--- config.mk ---
export PLATFORM = sky130hd
export DESIGN_NAME = fetch_stage
export DESIGN_NICKNAME = d
export VERILOG_FILES = /design/src/rtl/fetch_stage.sv
export SDC_FILE = /design/constraint.sdc
export NUM_CORES = 1
export LEC_CHECK = 0
export ABC_AREA = 1
export BUFFER_PORTS_ARGS = -buffer_cell sky130_fd_sc_hd__buf_2
export CORE_MARGIN = 8
export CORE_UTILIZATION = 30
export DETAILED_ROUTE_END_ITERATION = 6
export SYNTH_ARGS = -nofsm -noshare
export SYNTH_HDL_FRONTEND = slang
export SYNTH_SLANG_ARGS = --single-unit
--- constraint.sdc ---
create_clock -name clk -period 4.7 [get_ports clk]
set_input_delay 0.47 -clock clk [delete_from_list [all_inputs] [get_ports clk]]
set_output_delay 0.47 -clock clk [all_outputs]
set_load 0.005 [all_outputs]
--- src/rtl/fetch_stage.sv ---
// fetch_stage: RV32I PC register, single-outstanding imem request FSM, and IF/ID register.
// Define FETCH_PERF_EN to add fetch_bubble_cnt, which counts cycles where Decode starves.
module fetch_stage #(
    parameter logic [31:0] RESET_PC  = 32'h0000_0000,
    parameter logic [31:0] NOP_INSTR = 32'h0000_0013
) (
    input  logic        clk,
    input  logic        reset,
    input  logic        StallF,
    input  logic        StallD,
    input  logic        FlushD,
    input  logic        PCSrcE,
    input  logic [31:0] PCTargetE,
    output logic        imem_req_valid,
    output logic [31:0] imem_req_addr,
    input  logic        imem_req_ready,
    input  logic        imem_rsp_valid,
    input  logic [31:0] imem_rsp_data,
    output logic [31:0] PCF,
    output logic [31:0] InstrD,
    output logic [31:0] PCD,
    output logic [31:0] PCPlus4D,
    output logic        ValidD
`ifdef FETCH_PERF_EN
    ,
    output logic [31:0] fetch_bubble_cnt
`endif
);

    typedef enum logic [1:0] {REQ, WAIT, HOLD, DRAIN} FetchState;

    FetchState   state;
    logic [31:0] pcInflight;
    logic [31:0] bufInstr;
    logic [31:0] bufPc;
    logic        reqFire;
    logic        loadD;
    logic [31:0] loadInstr;
    logic [31:0] loadPc;

    assign imem_req_valid = (state == REQ) && !StallF && !PCSrcE && !reset;
    assign imem_req_addr  = PCF;
    assign reqFire        = imem_req_valid && imem_req_ready;

    // Decode is fed directly from memory or from the stall buffer; a redirect kills either source.
    always_comb begin
        loadD     = 1'b0;
        loadInstr = imem_rsp_data;
        loadPc    = pcInflight;
        if (!PCSrcE) begin
            if (state == WAIT && imem_rsp_valid && !StallD) begin
                loadD = 1'b1;
            end else if (state == HOLD && !StallD) begin
                loadD     = 1'b1;
                loadInstr = bufInstr;
                loadPc    = bufPc;
            end
        end
    end

    always_ff @(posedge clk) begin
        if (reset) begin
            state      <= REQ;
            PCF        <= RESET_PC;
            pcInflight <= '0;
            bufInstr   <= NOP_INSTR;
            bufPc      <= '0;
        end else begin
            case (state)
                REQ: begin
                    if (PCSrcE) begin
                        PCF <= PCTargetE;
                    end else if (reqFire) begin
                        pcInflight <= PCF;
                        PCF        <= PCF + 32'd4;
                        state      <= WAIT;
                    end
                end
                WAIT: begin
                    if (PCSrcE) begin
                        PCF   <= PCTargetE;
                        state <= imem_rsp_valid ? REQ : DRAIN;
                    end else if (imem_rsp_valid) begin
                        if (StallD) begin
                            bufInstr <= imem_rsp_data;
                            bufPc    <= pcInflight;
                            state    <= HOLD;
                        end else begin
                            state <= REQ;
                        end
                    end
                end
                HOLD: begin
                    if (PCSrcE) begin
                        PCF   <= PCTargetE;
                        state <= REQ;
                    end else if (!StallD) begin
                        state <= REQ;
                    end
                end
                DRAIN: begin
                    // The outstanding response belongs to the abandoned path, so it only ends the drain.
                    if (PCSrcE) begin
                        PCF <= PCTargetE;
                    end
                    if (imem_rsp_valid) begin
                        state <= REQ;
                    end
                end
                default: state <= REQ;
            endcase
        end
    end

    always_ff @(posedge clk) begin
        if (reset) begin
            InstrD   <= NOP_INSTR;
            PCD      <= '0;
            PCPlus4D <= '0;
            ValidD   <= 1'b0;
        end else if (FlushD) begin
            InstrD <= NOP_INSTR;
            ValidD <= 1'b0;
        end else if (!StallD) begin
            if (loadD) begin
                InstrD   <= loadInstr;
                PCD      <= loadPc;
                PCPlus4D <= loadPc + 32'd4;
                ValidD   <= 1'b1;
            end else begin
                InstrD <= NOP_INSTR;
                ValidD <= 1'b0;
            end
        end
    end

`ifdef FETCH_PERF_EN
    always_ff @(posedge clk) begin
        if (reset) begin
            fetch_bubble_cnt <= '0;
        end else if (!FlushD && !StallD && !loadD) begin
            fetch_bubble_cnt <= fetch_bubble_cnt + 32'd1;
        end
    end
`endif

endmodule

# == Word level (Yosys, flattened, before mapping) ==
# Index checks and enable logic that the tools add are counted.
# op_classes
n_addsub,2
n_eq_ne,10
n_mux,25
n_bitwise,3
reduce_logical,19
# op_table
op,n
32-bit two-way mux,10
"32-bit by 3-bit adder with 32-bit output, second input constant",2
32-bit case mux with 2 select lines,1
2-bit two-way mux,9
"3-bit inequality test, second input constant",3
2-bit case mux with 4 select lines,1
1-bit logical AND,7
"2-bit inequality test, second input constant",3
3-bit AND reduction,2
5-bit AND reduction,1
"2-bit equality test, second input constant",2
1-bit logical NOT,4
1-bit two-way mux,4
4-bit AND reduction,1
1-bit NOT,3
3-bit OR reduction,1
"2-bit by 1-bit equality test with 1-bit output, second input constant",1
2-bit logical NOT,1
"2-bit by 1-bit inequality test with 1-bit output, second input constant",1
2-bit AND reduction,1
2-bit OR reduction,1
# word_totals
register_bits,227
input_bits,72
output_inout_bits,162
elab_cells,68

# == Longest topological paths before layout ==
# logic_depth
word_depth,8
depth_mapped,16
depth_no_buf,15

# == Least setup slack after synthesis ==
# No wires, ideal clock.
# synth_timing
path_kind,input to register
start,input port StallD
end,register PCPlus4D[20]
setup_ps,110
arrival_time_ps,1951
required_time_ps,4590
slack_ps,2639
stages,14
n_path_buf,1
path_cell_list,nor2_4 -> buf_2 -> nand3_1 -> nand2_2 -> ha_1 -> nand3_2 -> nor2_4 -> nand3_4 -> nor2_4 -> nand2_1 -> nand2_1 -> nand3_1 -> nand2_1 -> inv_1
# synth_between
elab_chain_len,6
word_cells_on_any_way,12
cone_classes,add/sub (1); mux (6); bitwise (1); reduce/logical (4)
# synth_rtl
item,line,text
"start, declared",10,"input logic StallD,"
1-bit logical NOT (*),n/a,
1-bit logical AND,53,end else if (state == HOLD && !StallD) begin
32-bit two-way mux,53,
32-bit two-way mux (*),51,if (state == WAIT && imem_rsp_valid && !StallD) begin
32-bit two-way mux (*),50,if (!PCSrcE) begin
via loadPc[3],39,logic [31:0] loadPc;
32-bit by 3-bit adder with 32-bit output (*),128,PCPlus4D <= loadPc + 32'd4;
"end signal, assigned",128,
"end, declared",22,"output logic [31:0] PCPlus4D,"
# Mark *: on every way through the listed nets, which the timed path passes. The rest lies on a longest branch.
# A chain may end at the register's enable or synchronous reset.

# == Worst setup path after layout ==
# layout_timing
start,input port StallD
end,register PCPlus4D[26]
# The elaborated chain is that of the path after synthesis.

==> flow_metrics.tcl <==
set metrics [dict create \
    p_leak_nw 5.75 \
    rsz0062_at_grt "no" \
    ant_nets 0 \
    track_usage_pct 16.8 \
    syn_area_sq_um 10900 \
    yosysSeqAreaShare_pct 41.5 \
    sw_frac_of_total_pct 30.2 \
    critical_path.startpoint_type "input pin" \
    final.setup.tns_ns 0 \
    grt_pass1_vias 10300 \
    p_per_area_nw_per_um2 399 \
    cts_buffer_depth 3 \
    finalMaxSlewViolations 0 \
    antenna_found_initial 2 \
    drv_cap 0 \
    fin_nets 1801 \
    ctsResizeCount 0 \
    avgSynthCellArea_sq_um 6.88 \
    power.share.combinational_pct 16.8 \
    initial_core_util_pct 30.5 \
    synth_top_area_cell "dfxtp_1" \
    ir_drop_mv 0.267 \
    synth_edf_count 0 \
    place_hpwl_microns 26600 \
    layout-drive-gt1-share_pct 20.4 \
    stdcell_count 2210 \
    avgViaCountPerCell 4.86 \
    cts_tree "built" \
    insertion_delay_ns 0.53 \
    intPower_mw 3.60 \
    syn-num-nets 1653 \
    clk_pin_slew_ns 0.06 \
    postCtsSetupBuffers 0 \
    yosys-top-cells-count "301 x nand2_1, 252 x nor2_1, 225 x dfxtp_1" \
    setup_viol 0 \
    io_pins 234 \
    criticalPathCategory "in -> reg" \
    ys_ff_latch 225 \
    cts_buffers 26 \
    rrSetupSlack_ns 1.74 \
    max_freq_mhz 328 \
    fp.dieH_microns 206 \
    crit_path_end_kind "flop" \
    hold_class "in -> reg" \
    required_ns 5.12 \
    tightestPinTransition_ns 1.06 \
    syn_to_final_growth_pct 19.1 \
    root_buffer "clkbuf_16" \
    grt_overflow 0 \
    num_rows 69 \
    grt_pass1_wl_microns 57800 \
    async_flop_share_pct 0 \
    fin_crit_ns 3.05 \
    port_buffers 233 \
    fin_hold_ws_ns 0.162 \
    clock_sinks 225 \
    drtIter0Drc 659 \
    hold_viol 0 \
    worstPathArrival_ns 3.46 \
    fin_crit_sh_pct 64.8 \
    run_status "finished clean" \
    ys.flop_type "dfxtp_1" \
    dieArea_sq_um 42500 \
    netlist_instances 1579 \
    path_max_fanout 75 \
    power_switching_mw 1.56 \
    post_drt_wl_per_cell_microns 16.8 \
    power.share.clock_pct 40.5 \
    dr.pass1.iters 7 \
    fin_skew_ns 0.0166 \
    yosysMostFrequentCell "nand2_1" \
    synth.top_cell.area_share_pct 41.5 \
    max_slew_margin_pct 29.6 \
    hold_buffers 0 \
    h-tree-depth 1 \
    dr_total_vias 10700 \
    ys_types 50 \
    seqPwrFrac_pct 42.7 \
    yosysWarnings 0 \
    grt_max_degree 97 \
    synth_area_leaders "dfxtp_1 41%, nand2_1 10%, nor2_1 8.7%, o21ai_0 8.2%, a21oi_1 6.5%" \
    drc 0 \
    die_w_microns 206 \
    dp.cells 2160 \
    wl_microns 37200 \
    place.gp.congestion 0.882 \
    core-area_sq_um 35700 \
]
## power by group through the flow
stage          logic [mW]  clock network, mW  registers (mW)
4_1_cts             0.876               2.14            2.20
2_1_floorplan       0.626                  0            2.18
3_3_place_gp        0.862                  0            2.24
5_1_grt             0.971               2.21            2.22
3_5_place_dp        0.873                  0            2.24
6_report            0.868               2.09            2.20
## critical path, cell delays in order
cell	delay (ns)
buf_2	0.54
nor2_4	0.22
nand2_4	0.68
nand2_1	0.22
nand2_2	0.15
ha_1	0.27
nand3_2	0.14
nor2_4	0.15
nand2_1	0.13
inv_1	0.13
nand3_1	0.08
nand2_1	0.06
nand3_1	0.07
nand2_1	0.08
inv_1	0.04
## sequential cells by signal (all words and copies together) (netlist names)
register,cells
PCF,32
bufInstr,32
PCPlus4D,30
bufPc,32
pcInflight,32
ValidD,1
PCD,32
InstrD,32
state,2
## path summary, 6_finish.rpt
path                  end  depth (start not counted)             start
max          PCPlus4D[26]                         15            StallD
min           bufInstr[4]                          3  imem_rsp_data[4]
max reg2reg        PCF[9]                          8          state[0]
min reg2reg      bufPc[1]                          2          bufPc[1]
## placed cells by master (no fill, tap or decap), types with 12 or more instances in the layout
master / netlist / routed
nand2_1: 301 / 300
nand3_1: 79 / 79
buf_4: 38 / 13
nor2_2: 12 / 12
clkbuf_16: 0 / 27
nand2_2: 15 / 16
buf_2: 24 / 233
o21ai_0: 178 / 178
nand4_1: 16 / 16
nor2_1: 252 / 251
a31oi_1: 12 / 12
a21oi_1: 140 / 140
inv_1: 114 / 114
dfxtp_1: 225 / 225
## cells by family (layout without fill, tap and decap cells)
logic type                 after synthesis  after routing  share of synthesized area (%)
other                                    0              2                              0
AOI/OAI and AO/OA                      376            376                           18.5
DFF                                    225            225                           41.5
and+or+nand+nor                        721            721                           28.7
buffers and inverters                  247            415                           10.4
xor gates and xnor gates                 8              8                          0.645
adders and majority gates                2              2                          0.230
## layout make-up
class / count / area, sq um
Antenna cell: 2 / 5.00
Clock buffer: 35 / 736
Clock inverter: 13 / 150
Fill cell: 3843 / 22700
Inverter: 121 / 455
Multi-Input combinational cell: 1107 / 5240
Sequential cell: 225 / 4500
Tap cell: 461 / 577
Timing Repair Buffer: 246 / 1260
## routing by layer
metal	vias up	GRT usage (%)	routed length, microns
li1	5431	-	-
met4	0	4.52	829
met5	-	0	0
met1	4969	23.8	18100
met3	51	2.30	1800
met2	282	26.3	16400
## through the flow
stage	cell area (sq um)	power (mW)	setup slack, ns	utilization, %
floorplan	10900	2.81	2.64	-
global placement	12000	3.10	1.10	33.8
detailed placement	12000	3.11	1.09	33.8
CTS	12900	5.21	1.65	36.3
global route	12900	5.40	1.36	36.3
finish	12900	5.15	1.65	36.3
Power figures use the tool's default switching activity.
